===== config.mk =====
export PLATFORM = sky130hd
export DESIGN_NAME = alu_seq
export DESIGN_NICKNAME = d
export VERILOG_FILES = /design/src/rtl/alu_seq.sv
export SDC_FILE = /design/constraint.sdc
export NUM_CORES = 1
export LEC_CHECK = 0
export BUFFER_PORTS_ARGS = -buffer_cell sky130_fd_sc_hd__buf_4
export CAP_MARGIN = 25
export CORE_MARGIN = 3
export CORE_UTILIZATION = 54
export DETAILED_ROUTE_END_ITERATION = 7
export PLACE_DENSITY = 0.74
export SYNTH_ARGS = -nofsm -noshare
export SYNTH_HDL_FRONTEND = slang
export SYNTH_SLANG_ARGS = --single-unit

===== constraint.sdc =====
create_clock -name clk -period 5.41 [get_ports clk]
set_clock_uncertainty 0.2 [all_clocks]
set_input_delay 1.082 -clock clk [delete_from_list [all_inputs] [get_ports clk]]
set_output_delay 1.082 -clock clk [all_outputs]
set_load 0.02 [all_outputs]

===== src/rtl/alu_seq.sv =====
// Sequential WIDTH-bit ALU with valid/ready handshakes on both sides.
// MUL runs as a WIDTH-iteration shift-add; every other op finishes on the accepting edge.
module alu_seq #(
    parameter int WIDTH = 4
) (
    input  logic             clk,
    input  logic             rst,
    input  logic             in_valid,
    output logic             in_ready,
    input  logic [WIDTH-1:0] a,
    input  logic [WIDTH-1:0] b,
    input  logic [2:0]       op,
    output logic             out_valid,
    input  logic             out_ready,
    output logic [WIDTH-1:0] result,
    output logic             carry,
    output logic             overflow,
    output logic             zero,
    output logic             negative,
    output logic             busy
);

    localparam int CW = (WIDTH > 2) ? $clog2(WIDTH) : 1;
    localparam logic [CW-1:0] LAST_ITER = CW'(WIDTH - 1);

    localparam logic [2:0] OP_ADD = 3'b000;
    localparam logic [2:0] OP_SUB = 3'b001;
    localparam logic [2:0] OP_AND = 3'b010;
    localparam logic [2:0] OP_OR  = 3'b011;
    localparam logic [2:0] OP_XOR = 3'b100;
    localparam logic [2:0] OP_SHL = 3'b101;
    localparam logic [2:0] OP_SHR = 3'b110;
    localparam logic [2:0] OP_MUL = 3'b111;

    typedef enum logic {
        S_IDLE,
        S_MUL
    } state_t;

    state_t               state_q, state_d;
    logic [CW-1:0]        cnt_q, cnt_d;
    logic [2*WIDTH-1:0]   mcand_q, mcand_d;
    logic [WIDTH-1:0]     mplier_q, mplier_d;
    logic [2*WIDTH-1:0]   acc_q, acc_d;
    logic [WIDTH-1:0]     result_q, result_d;
    logic                 carry_q, carry_d;
    logic                 ovf_q, ovf_d;
    logic                 zero_q, zero_d;
    logic                 neg_q, neg_d;
    logic                 out_valid_q, out_valid_d;

    logic [WIDTH:0]       sum_w;
    logic [WIDTH:0]       diff_w;
    logic                 shift_big;
    logic [WIDTH-1:0]     alu_res;
    logic                 alu_c;
    logic                 alu_v;
    logic [2*WIDTH-1:0]   acc_step;
    logic                 accept;
    logic                 load;
    logic [WIDTH-1:0]     load_res;
    logic                 load_c;
    logic                 load_v;

    assign sum_w     = {1'b0, a} + {1'b0, b};
    assign diff_w    = {1'b0, a} - {1'b0, b};
    assign shift_big = ((WIDTH+1)'(b) >= (WIDTH+1)'(WIDTH));
    assign acc_step  = acc_q + (mplier_q[0] ? mcand_q : '0);

    // Single-cycle datapath; MUL is handled by the iterative path below.
    always_comb begin
        alu_res = '0;
        alu_c   = 1'b0;
        alu_v   = 1'b0;
        case (op)
            OP_ADD: begin
                alu_res = sum_w[WIDTH-1:0];
                alu_c   = sum_w[WIDTH];
                alu_v   = (a[WIDTH-1] == b[WIDTH-1]) && (sum_w[WIDTH-1] != a[WIDTH-1]);
            end
            OP_SUB: begin
                alu_res = diff_w[WIDTH-1:0];
                alu_c   = diff_w[WIDTH];
                alu_v   = (a[WIDTH-1] != b[WIDTH-1]) && (diff_w[WIDTH-1] != a[WIDTH-1]);
            end
            OP_AND: alu_res = a & b;
            OP_OR:  alu_res = a | b;
            OP_XOR: alu_res = a ^ b;
            OP_SHL: alu_res = shift_big ? '0 : (a << b);
            OP_SHR: alu_res = shift_big ? '0 : (a >> b);
            default: alu_res = '0;
        endcase
    end

    assign in_ready = (state_q == S_IDLE) && (!out_valid_q || out_ready);
    assign accept   = in_valid && in_ready;

    always_comb begin
        state_d     = state_q;
        cnt_d       = cnt_q;
        mcand_d     = mcand_q;
        mplier_d    = mplier_q;
        acc_d       = acc_q;
        result_d    = result_q;
        carry_d     = carry_q;
        ovf_d       = ovf_q;
        zero_d      = zero_q;
        neg_d       = neg_q;
        out_valid_d = out_valid_q && !out_ready;
        load        = 1'b0;
        load_res    = alu_res;
        load_c      = alu_c;
        load_v      = alu_v;
        case (state_q)
            S_IDLE: begin
                if (accept) begin
                    if (op == OP_MUL) begin
                        state_d  = S_MUL;
                        mcand_d  = {{WIDTH{1'b0}}, a};
                        mplier_d = b;
                        acc_d    = '0;
                        cnt_d    = '0;
                    end else begin
                        load = 1'b1;
                    end
                end
            end
            S_MUL: begin
                acc_d    = acc_step;
                mcand_d  = mcand_q << 1;
                mplier_d = mplier_q >> 1;
                cnt_d    = cnt_q + CW'(1);
                if (cnt_q == LAST_ITER) begin
                    state_d  = S_IDLE;
                    load     = 1'b1;
                    load_res = acc_step[WIDTH-1:0];
                    load_c   = |acc_step[2*WIDTH-1:WIDTH];
                    load_v   = 1'b0;
                end
            end
            default: state_d = S_IDLE;
        endcase
        // A load wins over a same-edge drain, so out_valid stays high with the new result.
        if (load) begin
            result_d    = load_res;
            carry_d     = load_c;
            ovf_d       = load_v;
            zero_d      = (load_res == '0);
            neg_d       = load_res[WIDTH-1];
            out_valid_d = 1'b1;
        end
    end

    always_ff @(posedge clk or posedge rst) begin
        if (rst) begin
            state_q     <= S_IDLE;
            cnt_q       <= '0;
            mcand_q     <= '0;
            mplier_q    <= '0;
            acc_q       <= '0;
            result_q    <= '0;
            carry_q     <= 1'b0;
            ovf_q       <= 1'b0;
            zero_q      <= 1'b0;
            neg_q       <= 1'b0;
            out_valid_q <= 1'b0;
        end else begin
            state_q     <= state_d;
            cnt_q       <= cnt_d;
            mcand_q     <= mcand_d;
            mplier_q    <= mplier_d;
            acc_q       <= acc_d;
            result_q    <= result_d;
            carry_q     <= carry_d;
            ovf_q       <= ovf_d;
            zero_q      <= zero_d;
            neg_q       <= neg_d;
            out_valid_q <= out_valid_d;
        end
    end

    assign out_valid = out_valid_q;
    assign result    = result_q;
    assign carry     = carry_q;
    assign overflow  = ovf_q;
    assign zero      = zero_q;
    assign negative  = neg_q;
    assign busy      = (state_q == S_MUL);

endmodule


==> impl_metrics.tcl, run 1 <==
set metrics [dict create \
    status "completed" \
    worst_setup_path_start_kind "input port" \
    h-tree-depth 2 \
    hp-class "reg -> reg" \
    final.setup.worst_slack_ns 2.38 \
    row_count 24 \
    swShare 0.392 \
    vdd_drop_max_v 0.000195 \
    fmax_ghz 0.331 \
    layout_commonest_cell "nand2_1" \
    mostFrequentLayoutCells "nand2_1, dfrtp_1, buf_4" \
    use_met3 0.0608 \
    routedWlPerCell_um 16.9 \
    grt_max_degree 35 \
    dp_cells 354 \
    critPathArrivalTime_ns 2.99 \
    cts_setup_buffers 0 \
    worstSetupPathType "in -> reg" \
    ant_nets 0 \
    synthCells 290 \
    holdPathEnd "mplier_q[1]" \
    avgViaCountPerCell 5.90 \
    p_per_area_nw_per_um2 389 \
    grt.met1_usage 0.336 \
    cts_root_buffer "clkbuf_8" \
    drive_gt1_frac 0.165 \
    synth-edff-count 0 \
    final_area_um2 2810 \
    cts_tree "built" \
    cp_num_buf_inv 3 \
    max-cap-violations 0 \
    power.leakage_nw 1.33 \
    power_frac_clock 0.218 \
    holdBufCountCts 0 \
    fin_nets 347 \
    grt_pass1_vias 2038 \
    synthArstFlopShare 1.00 \
    finalSetupViolations 0 \
    grt.met2_usage 0.373 \
    synth_nets 328 \
    final_core_util 0.631 \
    drtIter0Drc 233 \
    grt_pass1_wl_um 10100 \
    r2r_slack_ns 2.70 \
    path_cells "buf_4 > inv_1 > ha_1 > inv_1 > fa_1 > nand2b_1 > a32oi_1 > o21ai_0 > o32a_1 > mux2_2" \
    fin_crit_sh 0.559 \
    portBuffers 25 \
    r2r_cells 9 \
    start_util 0.568 \
    grt.overflow.total 0 \
    reg2reg_from "mplier_q[0]" \
    ys_ff_latch 31 \
    netlist_area_um2 2530 \
    drc_errors 0 \
    holdPathStages 1 \
    p_int_mw 0.664 \
    dp_hpwl_um 4480 \
    p_comb_frac 0.437 \
    cts_buffer_depth 2 \
    synth_ff_type "dfrtp_1" \
    wl_um 6120 \
    path_max_fanout 7 \
    detailedPlace.worstSlack_ns 2.12 \
    gp_congestion 0.908 \
    rr_endpoint "carry" \
    synth_cell_types 59 \
    slew_violations 0 \
    n_antenna_cell 0 \
    min_period_ns 3.03 \
    holdWs_ns 0.283 \
    finalPower_mw 1.09 \
    p_sw_mw 0.429 \
    clock-sinks 31 \
    die_w_um 74.4 \
    core_um2 4440 \
    rsz0062_at_grt "false" \
    synth.avg_cell_area_um2 8.71 \
    areaGrowthSynthToFinish_pct 11.1 \
    end_kind "flop" \
    clkLatencyLatePin_ns 0.28 \
    clk_pin_slew_worst_paths_ns 0.07 \
    slew_headroom 0.385 \
    cts_buffers 5 \
    num-fill-cells 391 \
    grtUsageTotal 0.240 \
    p_seq_frac 0.345 \
    tightest_slew_ns 0.920 \
    die_y_um 74.4 \
    stdcell_count 362 \
    cts.repair.resized 0 \
    vias 2136 \
    cp_common_cell "inv_1" \
    die_area_um2 5530 \
    drtPass1Iterations 4 \
    antenna_found_initial 0 \
    hp-start "mplier_q[1]" \
    num_io_pins 26 \
    yosysSeqAreaShare 0.307 \
    cp_slowest_stage_delay_ns 0.40 \
    slowest_stage "fa_1" \
    cp_top_family "compound AO/OA/AOI/OAI gates" \
    finalHoldViolCount 0 \
    busiest_layer "met2" \
    post_dp_cell_area_um2 2690 \
    worstPathRequired_ns 5.38 \
    yosys_warnings 0 \
    setup_tns_ns 0 \
]
flip-flops by register name, indices dropped and copies added, names as in the netlist:
name / count
overflow: 1
result: 4
mcand_q: 8
acc_q: 8
zero: 1
busy: 1
carry: 1
out_valid: 1
cnt_q: 2
mplier_q: 4
cell usage after synthesis (2+ instances only):
library cell | count | area (um2)
nand2_1 | 41 | 154
dfrtp_1 | 31 | 776
o21ai_0 | 24 | 120
inv_1 | 21 | 78.8
ha_1 | 20 | 250
a21oi_1 | 16 | 80.1
nor2_1 | 10 | 37.5
and2_1 | 8 | 50.1
nor2b_1 | 8 | 50.1
mux2i_1 | 7 | 70.1
clkbuf_1 | 6 | 22.5
nand2b_1 | 6 | 37.5
xnor2_1 | 6 | 52.6
a21o_1 | 5 | 37.5
nand3_1 | 5 | 25.0
nor3_1 | 4 | 20.0
a2111oi_0 | 3 | 26.3
a211o_1 | 3 | 26.3
a32oi_1 | 3 | 26.3
buf_2 | 3 | 15.0
clkbuf_8 | 3 | 41.3
fa_1 | 3 | 60.1
mux2_2 | 3 | 33.8
nand4_1 | 3 | 18.8
nor3b_1 | 3 | 22.5
xor2_1 | 3 | 26.3
a22o_1 | 2 | 17.5
buf_4 | 2 | 15.0
o21a_1 | 2 | 15.0
o22ai_1 | 2 | 12.5
o31ai_1 | 2 | 15.0
o32a_1 | 2 | 20.0
o32ai_1 | 2 | 17.5
or2_2 | 2 | 12.5
or3_1 | 2 | 12.5
power by group through the flow:
stage / clock network (mW) / registers [mW] / logic [mW]
global placement: 0 / 0.377 / 0.463
global route: 0.253 / 0.385 / 0.534
floorplan: 0 / 0.395 / 0.315
detailed placement: 0 / 0.380 / 0.475
CTS: 0.243 / 0.376 / 0.478
finish: 0.239 / 0.377 / 0.478
layer usage:
layer	vias to the layer above	share of wire	wire length [um]
met5	-	0	0
met4	0	0.012	75
met3	8	0.066	405
met2	59	0.45	2780
met1	1010	0.47	2860
li1	1059	-	-
kinds of logic after synthesis:
kind of cell | count (synthesis) | share of synthesized area
flops | 31 | 0.307
xor+xnor | 9 | 0.0312
compound gates | 80 | 0.217
fa+ha+maj | 23 | 0.123
mux | 11 | 0.0471
simple gates | 99 | 0.200
buf+inv | 37 | 0.0743
final cells by class:
type,instances,area (um2),share of cell area
Clock inverter,2,35.0,0.0125
Timing Repair Buffer,27,203,0.0722
Inverter,22,82.6,0.0294
Tap cell,52,65.1,0.0232
Sequential cell,31,776,0.276
Clock buffer,6,82.6,0.0294
Multi-Input combinational cell,222,1560,0.557
worst max path at each step:
| stage | start | depth (start not counted) | to |
|---|---|---|---|
| final | a[0] | 10 | result[2] |
| after global routing | a[0] | 10 | result[2] |
| after CTS | a[0] | 10 | result[2] |
| after detailed placement | a[0] | 10 | result[2] |
| after global placement | a[0] | 10 | result[2] |
| after floorplan | b[1] | 8 | result[2] |
Note: power is estimated with default switching activity, not from simulation.
==> inputs of run 2 (changes only) <==
--- a/config.mk
+++ b/config.mk
@@ -5,12 +5,13 @@
 export SDC_FILE = /design/constraint.sdc
 export NUM_CORES = 1
 export LEC_CHECK = 0
+export ABC_AREA = 1
 export BUFFER_PORTS_ARGS = -buffer_cell sky130_fd_sc_hd__buf_4
 export CAP_MARGIN = 25
 export CORE_MARGIN = 3
 export CORE_UTILIZATION = 54
 export DETAILED_ROUTE_END_ITERATION = 7
-export PLACE_DENSITY = 0.74
+export PLACE_DENSITY = 0.77
 export SYNTH_ARGS = -nofsm -noshare
 export SYNTH_HDL_FRONTEND = slang
 export SYNTH_SLANG_ARGS = --single-unit
==> constraint.sdc (replaced) <==
create_clock -name clk -period 2.6 [get_ports clk]
set_clock_uncertainty 0.2 [all_clocks]
set_input_delay 0.52 -clock clk [delete_from_list [all_inputs] [get_ports clk]]
set_output_delay 0.52 -clock clk [all_outputs]
set_load 0.02 [all_outputs]
==> impl_metrics.tcl, run 2 <==
set metrics [dict create \
    top_regs "acc_q x8, mcand_q x8" \
    finalSetupViolations 0 \
    worstSetupPathType "reg -> reg" \
    synth_cell_types 34 \
    setup_tns_ns 0 \
    synth.avg_cell_area_um2 7.05 \
    clkLatencyLatePin_ns 0.28 \
    synth_top_cell_by_area "dfrtp_1" \
    tightest_slew_ns 0.406 \
    power.leakage_nw 1.53 \
    status "completed" \
    min_period_ns 2.26 \
    cts_buffer_depth 2 \
    drc_errors 0 \
    yosys.area_share.simple 0.325 \
    h-tree-depth 2 \
    ant_nets 0 \
    holdBufCountCts 0 \
    grt_max_degree 32 \
    synth_area_leaders "dfrtp_1, nand2_1, ha_1, nand3_1, inv_1" \
    core_um2 4200 \
    cts_tree "built" \
    wl_met1_um 2880 \
    clock-sinks 31 \
    hp-class "in -> async" \
    drtPass1Iterations 5 \
    synth_ff_type "dfrtp_1" \
    post_dp_cell_area_um2 2700 \
    mostFrequentLayoutCells "nand2_1, inv_1, nand3_1" \
    synth_top_cell_area_share 0.313 \
    yosysSeqAreaShare 0.313 \
    synth_xor_area_frac 0.0177 \
    clk_pin_slew_worst_paths_ns 0.07 \
    synth_top_family_by_area "simple AND/OR/NAND/NOR gates" \
    max-cap-violations 0 \
    path_max_fanout 8 \
    wl_met2_um 2660 \
    grtUsageTotal 0.245 \
    fmax_ghz 0.442 \
    drive_gt1_frac 0.146 \
    row_count 23 \
    synthArstFlopShare 1.00 \
    slowest_stage "dfrtp_1" \
    cts_root_buffer "clkbuf_8" \
    avgViaCountPerCell 5.54 \
    start_util 0.589 \
    r2r_slack_ns 0.34 \
    synth.area.mux_share 0 \
    rr_endpoint "carry" \
    die_w_um 73.7 \
    slew_headroom 0.729 \
    layout_commonest_cell "nand2_1" \
    cts.repair.resized 0 \
    end_kind "flop" \
    worst_setup_path_start_kind "flop" \
    grt_pass1_vias 2245 \
    finalHoldViolCount 0 \
    n_antenna_cell 0 \
    synth_nets 389 \
    grt_pass1_wl_um 10300 \
    cts_buffers 5 \
    wl_met3_um 406 \
    rsz0062_at_grt "false" \
    yosys_warnings 0 \
    synthCells 351 \
    num-fill-cells 382 \
    routedWlPerCell_um 14.1 \
    gp_congestion 0.956 \
    p_per_area_nw_per_um2 830 \
    top_layer_used "met4" \
    r2r_cells 13 \
    synthTopCellsByCount "nand2_1, inv_1, nand3_1" \
    worstPathRequired_ns 2.57 \
    fin_crit_sh 0.870 \
    vias 2370 \
    cp_common_cell "nand2_1" \
    synth-edff-count 0 \
    fin_nets 416 \
    critPathArrivalTime_ns 2.23 \
    cp_slowest_stage_delay_ns 0.39 \
    drtIter0Drc 166 \
    vdd_drop_max_v 0.000498 \
    netlist_area_um2 2480 \
    ys_ff_latch 31 \
    die_y_um 73.7 \
    dp_hpwl_um 4690 \
    cts_setup_buffers 0 \
    reg2reg_from "mplier_q[0]" \
    num_io_pins 26 \
    synth_fa_ha_area_frac 0.125 \
    antenna_found_initial 0 \
    wl_um 6040 \
    synth_compound_area_frac 0.109 \
    slew_violations 0 \
    grt.overflow.total 0 \
    portBuffers 25 \
    die_area_um2 5430 \
    path_cells "buf_4 > nand2_1 > inv_1 > ha_1 > a21oi_1 > nand2_1 > or2_2 > nand2_1 > nand2_1 > nor2_1 > nand3_1 > nand2_1 > nand2_1" \
    areaGrowthSynthToFinish_pct 12.5 \
    final_area_um2 2790 \
    yosysMostFrequentCell "nand2_1" \
]
run 2: cell count changes in the layout (fill, tap and decap cells not counted), sizes merged, moves of 6 or more:
| cell | before | now |
|---|---|---|
| nand2 | 41 | 91 |
| nand3 | 5 | 40 |
| inv | 21 | 54 |
| nor2 | 10 | 39 |
| a21oi | 17 | 8 |
| nor2b | 8 | 0 |
| o21ai | 25 | 17 |
| and2 | 8 | 1 |
| mux2i | 7 | 0 |
| nand2b | 6 | 0 |
run 2: cell families (layout without fill, tap and decap cells):
logic type               Yosys count  in the layout
AO/OA/AOI/OAI                     45             45
XOR/XNOR                           5              5
adder cells (fa/ha/maj)           23             23
buffers and inverters             64             91
flip-flops                        31             31
AND/OR/NAND/NOR                  183            183
run 2: cell type report:
cell class / instances / area [um2] / area share
repair buffers: 30 / 225 / 0.0809
well taps: 50 / 62.6 / 0.0225
clock buffers: 6 / 82.6 / 0.0296
inverters: 54 / 205 / 0.0737
clock inverters: 1 / 5.00 / 0.00180
multi-input cells: 256 / 1430 / 0.513
flip-flops and latches: 31 / 776 / 0.279
run 2: worst max path at each step:
| stage | from | endpoint | depth (start not counted) |
|---|---|---|---|
| global route | mcand_q[0] | carry | 16 |
| detailed placement | b[0] | zero | 14 |
| global placement | b[0] | zero | 14 |
| floorplan | mplier_q[0] | carry | 17 |
| finish | mplier_q[0] | carry | 13 |
| CTS | mplier_q[0] | carry | 13 |
run 2: routing by layer:
layer	vias to the layer above	global-route usage
met5	-	0
li1	1185	-
met2	70	0.367
met1	1107	0.354
met3	8	0.0492
met4	0	0.0724
run 2: critical path: cells and delay by family, from the launching register on:
kind / cells / cell delay, ns
buf+inv: 2 / 0.22
compound gates: 1 / 0.16
fa+ha+maj: 1 / 0.33
flops: 1 / 0.39
simple gates: 9 / 0.87
run 2: stage by stage:
stage          instances  hold WS, ns  worst slack, ns   util  power [mW]
2_1_floorplan        351        0.253            0.471      -        1.58
6_report             428        0.112            0.339  0.663        2.31
3_3_place_gp         421        0.265            0.201  0.642        1.91
3_5_place_dp         421        0.271            0.139  0.642        1.93
4_1_cts              428        0.132            0.373  0.663        2.32
5_1_grt              428        0.149            0.116  0.663        2.50
run 2: power breakdown:
group	total, mW	internal (mW)	switching, mW
registers	0.804	0.679	0.126
clock network	0.386	0.207	0.179
logic	1.12	0.434	0.686
